`src/rtl/mssd_serial_tx.sv`:
```
// ============================================================================
// Module   : mssd_serial_tx
// Purpose  : Frame serializer feeding the serial message decoder, MSB first.
// Revision : 1.0
// ============================================================================
`default_nettype none

module mssd_serial_tx (
    input  logic        clk,
    input  logic        rst,
    input  logic        start,
    input  logic [1:0]  pn,
    input  logic [3:0]  len,
    input  logic [14:0] data,
    output logic        sout,
    output logic        busy,
    output logic        done
);

    typedef enum logic [2:0] {
        S_IDLE  = 3'd0,
        S_START = 3'd1,
        S_PORT  = 3'd2,
        S_LEN   = 3'd3,
        S_DATA  = 3'd4
    } state_t;

    state_t      state_q, state_d;
    logic [20:0] shreg_q, shreg_d;
    logic [3:0]  cnt_q, cnt_d;
    logic [3:0]  nbits_q, nbits_d;
    logic        sout_q, sout_d;
    logic        busy_q, busy_d;
    logic        done_q, done_d;

    logic [14:0] data_aligned;
    logic [20:0] shreg_shifted;

    // Left-justify the payload so data[n-1] lands on the shift-out end.
    assign data_aligned  = data << (4'd15 - len);
    assign shreg_shifted = {shreg_q[19:0], 1'b0};

    always_comb begin
        state_d = state_q;
        shreg_d = shreg_q;
        cnt_d   = cnt_q;
        nbits_d = nbits_q;
        sout_d  = sout_q;
        busy_d  = busy_q;
        done_d  = 1'b0;

        case (state_q)
            S_IDLE: begin
                sout_d = 1'b1;
                busy_d = 1'b0;
                if (start) begin
                    state_d = S_START;
                    sout_d  = 1'b0;
                    busy_d  = 1'b1;
                    shreg_d = {pn, len, data_aligned};
                    nbits_d = len;
                    cnt_d   = 4'd0;
                end
            end
            S_START: begin
                state_d = S_PORT;
                cnt_d   = 4'd1;
                sout_d  = shreg_q[20];
                shreg_d = shreg_shifted;
            end
            S_PORT: begin
                sout_d  = shreg_q[20];
                shreg_d = shreg_shifted;
                if (cnt_q == 4'd0) begin
                    state_d = S_LEN;
                    cnt_d   = 4'd3;
                end else begin
                    cnt_d = cnt_q - 4'd1;
                end
            end
            S_LEN: begin
                if (cnt_q != 4'd0) begin
                    sout_d  = shreg_q[20];
                    shreg_d = shreg_shifted;
                    cnt_d   = cnt_q - 4'd1;
                end else if (nbits_q != 4'd0) begin
                    state_d = S_DATA;
                    sout_d  = shreg_q[20];
                    shreg_d = shreg_shifted;
                    cnt_d   = nbits_q - 4'd1;
                end else begin
                    state_d = S_IDLE;
                    sout_d  = 1'b1;
                    busy_d  = 1'b0;
                    done_d  = 1'b1;
                end
            end
            S_DATA: begin
                if (cnt_q != 4'd0) begin
                    sout_d  = shreg_q[20];
                    shreg_d = shreg_shifted;
                    cnt_d   = cnt_q - 4'd1;
                end else begin
                    state_d = S_IDLE;
                    sout_d  = 1'b1;
                    busy_d  = 1'b0;
                    done_d  = 1'b1;
                end
            end
            default: begin
                state_d = S_IDLE;
                sout_d  = 1'b1;
                busy_d  = 1'b0;
            end
        endcase
    end

    always_ff @(posedge clk or posedge rst) begin
        if (rst) begin
            state_q <= S_IDLE;
            shreg_q <= 21'd0;
            cnt_q   <= 4'd0;
            nbits_q <= 4'd0;
            sout_q  <= 1'b1;
            busy_q  <= 1'b0;
            done_q  <= 1'b0;
        end else begin
            state_q <= state_d;
            shreg_q <= shreg_d;
            cnt_q   <= cnt_d;
            nbits_q <= nbits_d;
            sout_q  <= sout_d;
            busy_q  <= busy_d;
            done_q  <= done_d;
        end
    end

    assign sout = sout_q;
    assign busy = busy_q;
    assign done = done_q;

endmodule

`default_nettype wire

```
`config.mk`:
```
export PLATFORM = sky130hd
export DESIGN_NAME = mssd_serial_tx
export DESIGN_NICKNAME = d
export VERILOG_FILES = /design/src/rtl/mssd_serial_tx.sv
export SDC_FILE = /design/constraint.sdc
export NUM_CORES = 1
export LEC_CHECK = 0
export ABC_AREA = 1
export BUFFER_PORTS_ARGS = -buffer_cell sky130_fd_sc_hd__buf_2
export CAP_MARGIN = 20
export CELL_PAD_IN_SITES_DETAIL_PLACEMENT = 0
export CELL_PAD_IN_SITES_GLOBAL_PLACEMENT = 1
export CORE_AREA = 2 2 77 79
export DETAILED_ROUTE_END_ITERATION = 10
export DIE_AREA = 0 0 79 81
export PLACE_DENSITY_LB_ADDON = 0.12
export SYNTH_ARGS = -nofsm -noshare
export SYNTH_HDL_FRONTEND = slang
export SYNTH_SLANG_ARGS = --single-unit
```
`constraint.sdc`:
```
create_clock -name clk -period 3.8 [get_ports clk]
set_input_delay 0.19 -clock clk [delete_from_list [all_inputs] [get_ports clk]]
set_output_delay 0.19 -clock clk [all_outputs]
set_load 0.1 [all_outputs]
```
**After elaboration in Yosys (flattened, before gate mapping)**

Cells that the tools add are included.

- Flip-flop bits (word level): 35
- Input port bits: 24
- Output and inout bits: 3
- Word-level logic and storage cells: 66

- Add/subtract/negate cells: 3
- Equality and inequality tests: 11
- Shifts and indexed selects: 1
- Multiplexer cells: 31
- Bitwise operators: 1
- Reduce and logical (&&, ||, !) cells: 12

Operators by type and width:

| kind | count |
|---|---|
| 2-to-1 mux 21 bit | 4 |
| case mux 21 bit (4 select lines) | 1 |
| 2-to-1 mux 4 bit | 5 |
| case mux 4 bit (5 select lines) | 1 |
| AND reduction 4 bit | 4 |
| 2-to-1 mux 3 bit | 5 |
| case mux 3 bit (5 select lines) | 1 |
| left shift 15 x 4 -> 15 bit | 1 |
| != test 2 bit (second input constant) | 6 |
| nonzero test 4 bit | 3 |
| 2-to-1 mux 1 bit | 11 |
| case mux 1 bit (4 select lines) | 2 |
| subtractor 4 x 1 -> 4 bit (second input constant) | 2 |
| == test 3 x 2 -> 1 bit (second input constant) | 2 |
| nonzero test 5 bit | 1 |
| logical NOT 4 bit | 1 |
| subtractor 4 bit (first input constant) | 1 |
| == test 3 x 1 -> 1 bit (second input constant) | 1 |
| == test 3 bit (second input constant) | 1 |
| logical NOT 3 bit | 1 |
| != test 3 bit (second input constant) | 1 |
| case mux 1 bit (2 select lines) | 1 |
| AND reduction 2 bit | 1 |
| OR reduction 2 bit | 1 |
| NOT 1 bit | 1 |

**Depth between registers and ports, before layout**

- Word-level depth: 4
- Gate-level depth with buffers: 12

**Least setup slack after synthesis**

Ideal clock, no wire load.

- Kind: reg-to-reg
- From: register cnt_q[0]
- To: register cnt_q[3]
- Setup time: 119 ps
- Data arrival time: 1,459 ps
- Data required time: 3,681 ps
- Slack: 2,222 ps
- Stages on the path, launching flop included: 11
- Buffers on the path: 1
- Clock period less this slack: 1,578 ps
- Cells stage by stage: dfrtp_1 > inv_1 > ha_1 > nand3_1 > inv_1 > nand3_2 > nand2_4 > inv_4 > buf_6 > nand2_1 > o21ai_2

- Word-level cells in the longest chain between the ends: 3
- Elaborated cells between the ends (all ways): 10
- Classes of those cells: add/sub (1); eq/ne (2); mux (4); reduce/logical (3)

Ends and longest elaborated chain:

| item | RTL line | RTL |
|---|---|---|
| start, declared | 30 | `logic [3:0] cnt_q, cnt_d;` |
| start signal, assigned | 130 | `cnt_q <= cnt_d;` |
| subtractor 4 x 1 -> 4 bit (tied with other cells) | 78, 85, 102 |  |
| 2-to-1 mux 4 bit (tied with other cells) | 99 | `if (cnt_q != 4'd0) begin` |
| case mux 4 bit (5 select lines) / AND reduction 4 bit (equally long branches) | -- |  |

Parallel ways exist; a longest one is shown, timed or not. The select of a mux whose other input is x is not followed.
A chain may end at the register's enable or synchronous reset.

**Final worst setup path**

- From: register cnt_q[0]
- To: register shreg_q[11]

- Word-level cells in the longest chain between the ends: 3
- Elaborated cells between the ends (all ways): 6
- Classes of those cells: eq/ne (2); mux (2); reduce/logical (2)

Ends and longest elaborated chain:

| item | RTL line | RTL |
|---|---|---|
| nonzero test 4 bit (*) | 82, 99 |  |
| != test 3 bit (no source line) (tied with other cells) | -- |  |
| AND reduction 4 bit (no source line) / case mux 21 bit (4 select lines) (equally long branches) | -- |  |
| end signal, assigned | 129 | `shreg_q <= shreg_d;` |
| end, declared | 29 | `logic [20:0] shreg_q, shreg_d;` |

Mark *: on every way between the ends. The rest lies on a longest branch, timed or not.

==> impl_metrics.tcl <==
set metrics [dict create \
    n_antenna_cell 0 \
    grt_start_max_net_pins 36 \
    drtAntennaViolNets 0 \
    start_util_pct 42.77 \
    overflow 0 \
    seq_area_frac_synth_pct 36.13 \
    clkTransAtPathRegs_ns 0.07 \
    antenna_found_initial 0 \
    post-route-min-period_ns 1.964 \
    setup_viol 0 \
    setup-tns-final_ns 0 \
    dr.pass1.iters 4 \
    ys.flop_type "dfrtp_1" \
    arrival_ns 2.19 \
    start_kind "register" \
    wl_um 5842 \
    slew_headroom_pct 66.59 \
    cts.sinks 35 \
    status "finished, violations left" \
    hold_viol 8 \
    ioPinCount 27 \
    postSynthNetCount 382 \
    post_cts_resized 0 \
    fp.coreArea_um2 5675 \
    h-tree-depth 2 \
    synth_top_family_by_area "simple AND/OR/NAND/NOR gates" \
    synth-xor-area-share_pct 1.443 \
    synth_fa_ha_area_share_pct 2.062 \
    async_flop_share_pct 100.0 \
    avgRoutedWirePerCell_um 12.98 \
    syn_area_um2 2427 \
    track_usage_pct 20.44 \
    die_w_um 79 \
    numPortBuffers 26 \
    final_common_cell "nand2_1" \
    clock_skew_ns 0.009305 \
    ir_worst_vdd_mv 0.3692 \
    rsz0062_at_grt "no" \
    postCtsSetupBuffers 0 \
    synth_cell_types 32 \
    syn_area_per_cell_um2 6.857 \
    fin_hold_ws_ns -0.005919 \
    critPathMaxFanout 26 \
    syn_to_final_growth_pct 9.588 \
    cts_tree "yes" \
    synthMuxAreaShare_pct 0 \
    ys_ff_latch 35 \
    synth-simple-area-share_pct 39.18 \
    powerDensity_nw_per_um2 841.4 \
    nets 402 \
    routed_via_density 5.016 \
    fmax_mhz 509.1 \
    worstSkewPairLatency_ns 0.29 \
    netlist_instances 354 \
    worstPathRequired_ns 4.03 \
    die_h_um 81 \
    crit_type "register to register" \
    dieArea_um2 6399 \
    hpwl_um 4386 \
    num_vias 2257 \
    synth_compound_area_share_pct 10.98 \
    root_buffer "clkbuf_8" \
    drcViolationCount 0 \
    critPathCaptureType "register" \
    final_cell_mix "113 x nand2_1, 61 x nand3_1, 40 x inv_1" \
    max-clock-path-buffers 2 \
    min_path_type "primary input to async pin" \
    synth_edf_count 0 \
    hold_buffers 0 \
    slew_violations 0 \
    cts_made_buffers 5 \
    finish.utilization_pct 46.87 \
    synth_warnings 0 \
    tightest_slew_ns 0.5006 \
    gp_congestion 0.8663 \
    drtIter0Drc 126 \
    row_count 28 \
    drv_cap 0 \
    grt_pass1_wl_um 10410 \
    grt_pass1_vias 2206 \
    fin_crit_sh_pct 51.69 \
    p_leak_uw 0.001378 \
    layout-drive-gt1-share_pct 15.20 \
    violations "hold timing" \
]
==> metrics by stage <==
| step | total power, uW | instances | cell area, um2 | setup WS, ns |
|---|---|---|---|---|
| 2_1_floorplan | 1759 | 354 | 2427 | 2.222 |
| 3_3_place_gp | 1981 | 442 | 2575 | 1.925 |
| 3_5_place_dp | 1986 | 442 | 2575 | 1.852 |
| 4_1_cts | 2258 | 450 | 2660 | 1.845 |
| 5_1_grt | 2488 | 450 | 2660 | 1.519 |
| 6_report | 2238 | 450 | 2660 | 1.836 |
==> worst max-delay path, cell delays in order, from the launching register on <==
cell	delay [ns]
dfrtp_1	0.38
inv_1	0.13
ha_1	0.16
nand3_1	0.17
inv_1	0.23
nand3_2	0.14
nand2_4	0.25
inv_4	0.16
o21ai_0	0.18
inv_1	0.05
nand2_1	0.06
==> layout make-up <==
type | instances | area [um2]
fill | 655 | 3015
multi-input combinational | 262 | 1303
sequential | 35 | 877.1
inverter | 43 | 163.9
timing repair buffer | 27 | 137.6
tap | 75 | 93.84
clock buffer | 6 | 72.57
clock inverter | 2 | 12.51
==> routing by layer <==
metal | vias up | share of wire [%] | global-route usage, %
met5 | - | 0 | 0
met4 | 0 | 0.68 | 5.172
met1 | 1029 | 49 | 27.38
met2 | 37 | 47 | 35.17
li1 | 1189 | - | -
met3 | 2 | 2.7 | 2.667
==> flip-flops by register name, indices dropped and copies added, names as in the netlist <==
signal and flops:
shreg_q 21, cnt_q 4, nbits_q 4, state_q 3, busy 1, done 1, sout 1
==> Yosys cell counts, types with 5 or more instances <==
| library cell | number | area share (%) |
|---|---|---|
| nand2_1 | 113 | 17 |
| dfrtp_1 | 34 | 35 |
| o211ai_1 | 5 | 1.5 |
| o21ai_0 | 18 | 3.7 |
| clkbuf_1 | 5 | 0.77 |
| o21ai_1 | 8 | 1.6 |
| inv_1 | 40 | 6.2 |
| nand3_1 | 61 | 13 |
| a21oi_1 | 5 | 1.0 |
| nor2_1 | 15 | 2.3 |
==> final timing paths <==
check	slack (ns)	startpoint	endpoint	depth (start not counted)
max in group asynchronous	3.47	rst	sout$_DFF_PP1_	3
worst min-delay path	-0.006	rst	shreg_q[20]$_DFFE_PP0P_	3
worst max-delay path	1.84	cnt_q[0]$_DFFE_PP0P_	shreg_q[11]$_DFFE_PP0P_	10
worst min register to register	0.48	shreg_q[8]$_DFFE_PP0P_	shreg_q[8]$_DFFE_PP0P_	2
min in group clk	0.18	pn[0]	shreg_q[19]$_DFFE_PP0P_	3
worst max register to register	1.84	cnt_q[0]$_DFFE_PP0P_	shreg_q[11]$_DFFE_PP0P_	10
==> power breakdown <==
part / leakage, uW / switching, uW / internal [uW]
sequential: 0.000440 / 93.1 / 548
combinational: 0.000897 / 919 / 414
clock: 0.0000412 / 136 / 128
==> cells by family (layout without fill, tap and decap cells) <==
kind of cell,count (synthesis),after routing
and+or+nand+nor,209,209
xor gates and xnor gates,4,4
adders and majority gates,4,4
AOI/OAI and AO/OA,45,45
buffers and inverters,57,78
DFF,35,35
Power figures use the tool's default switching activity.
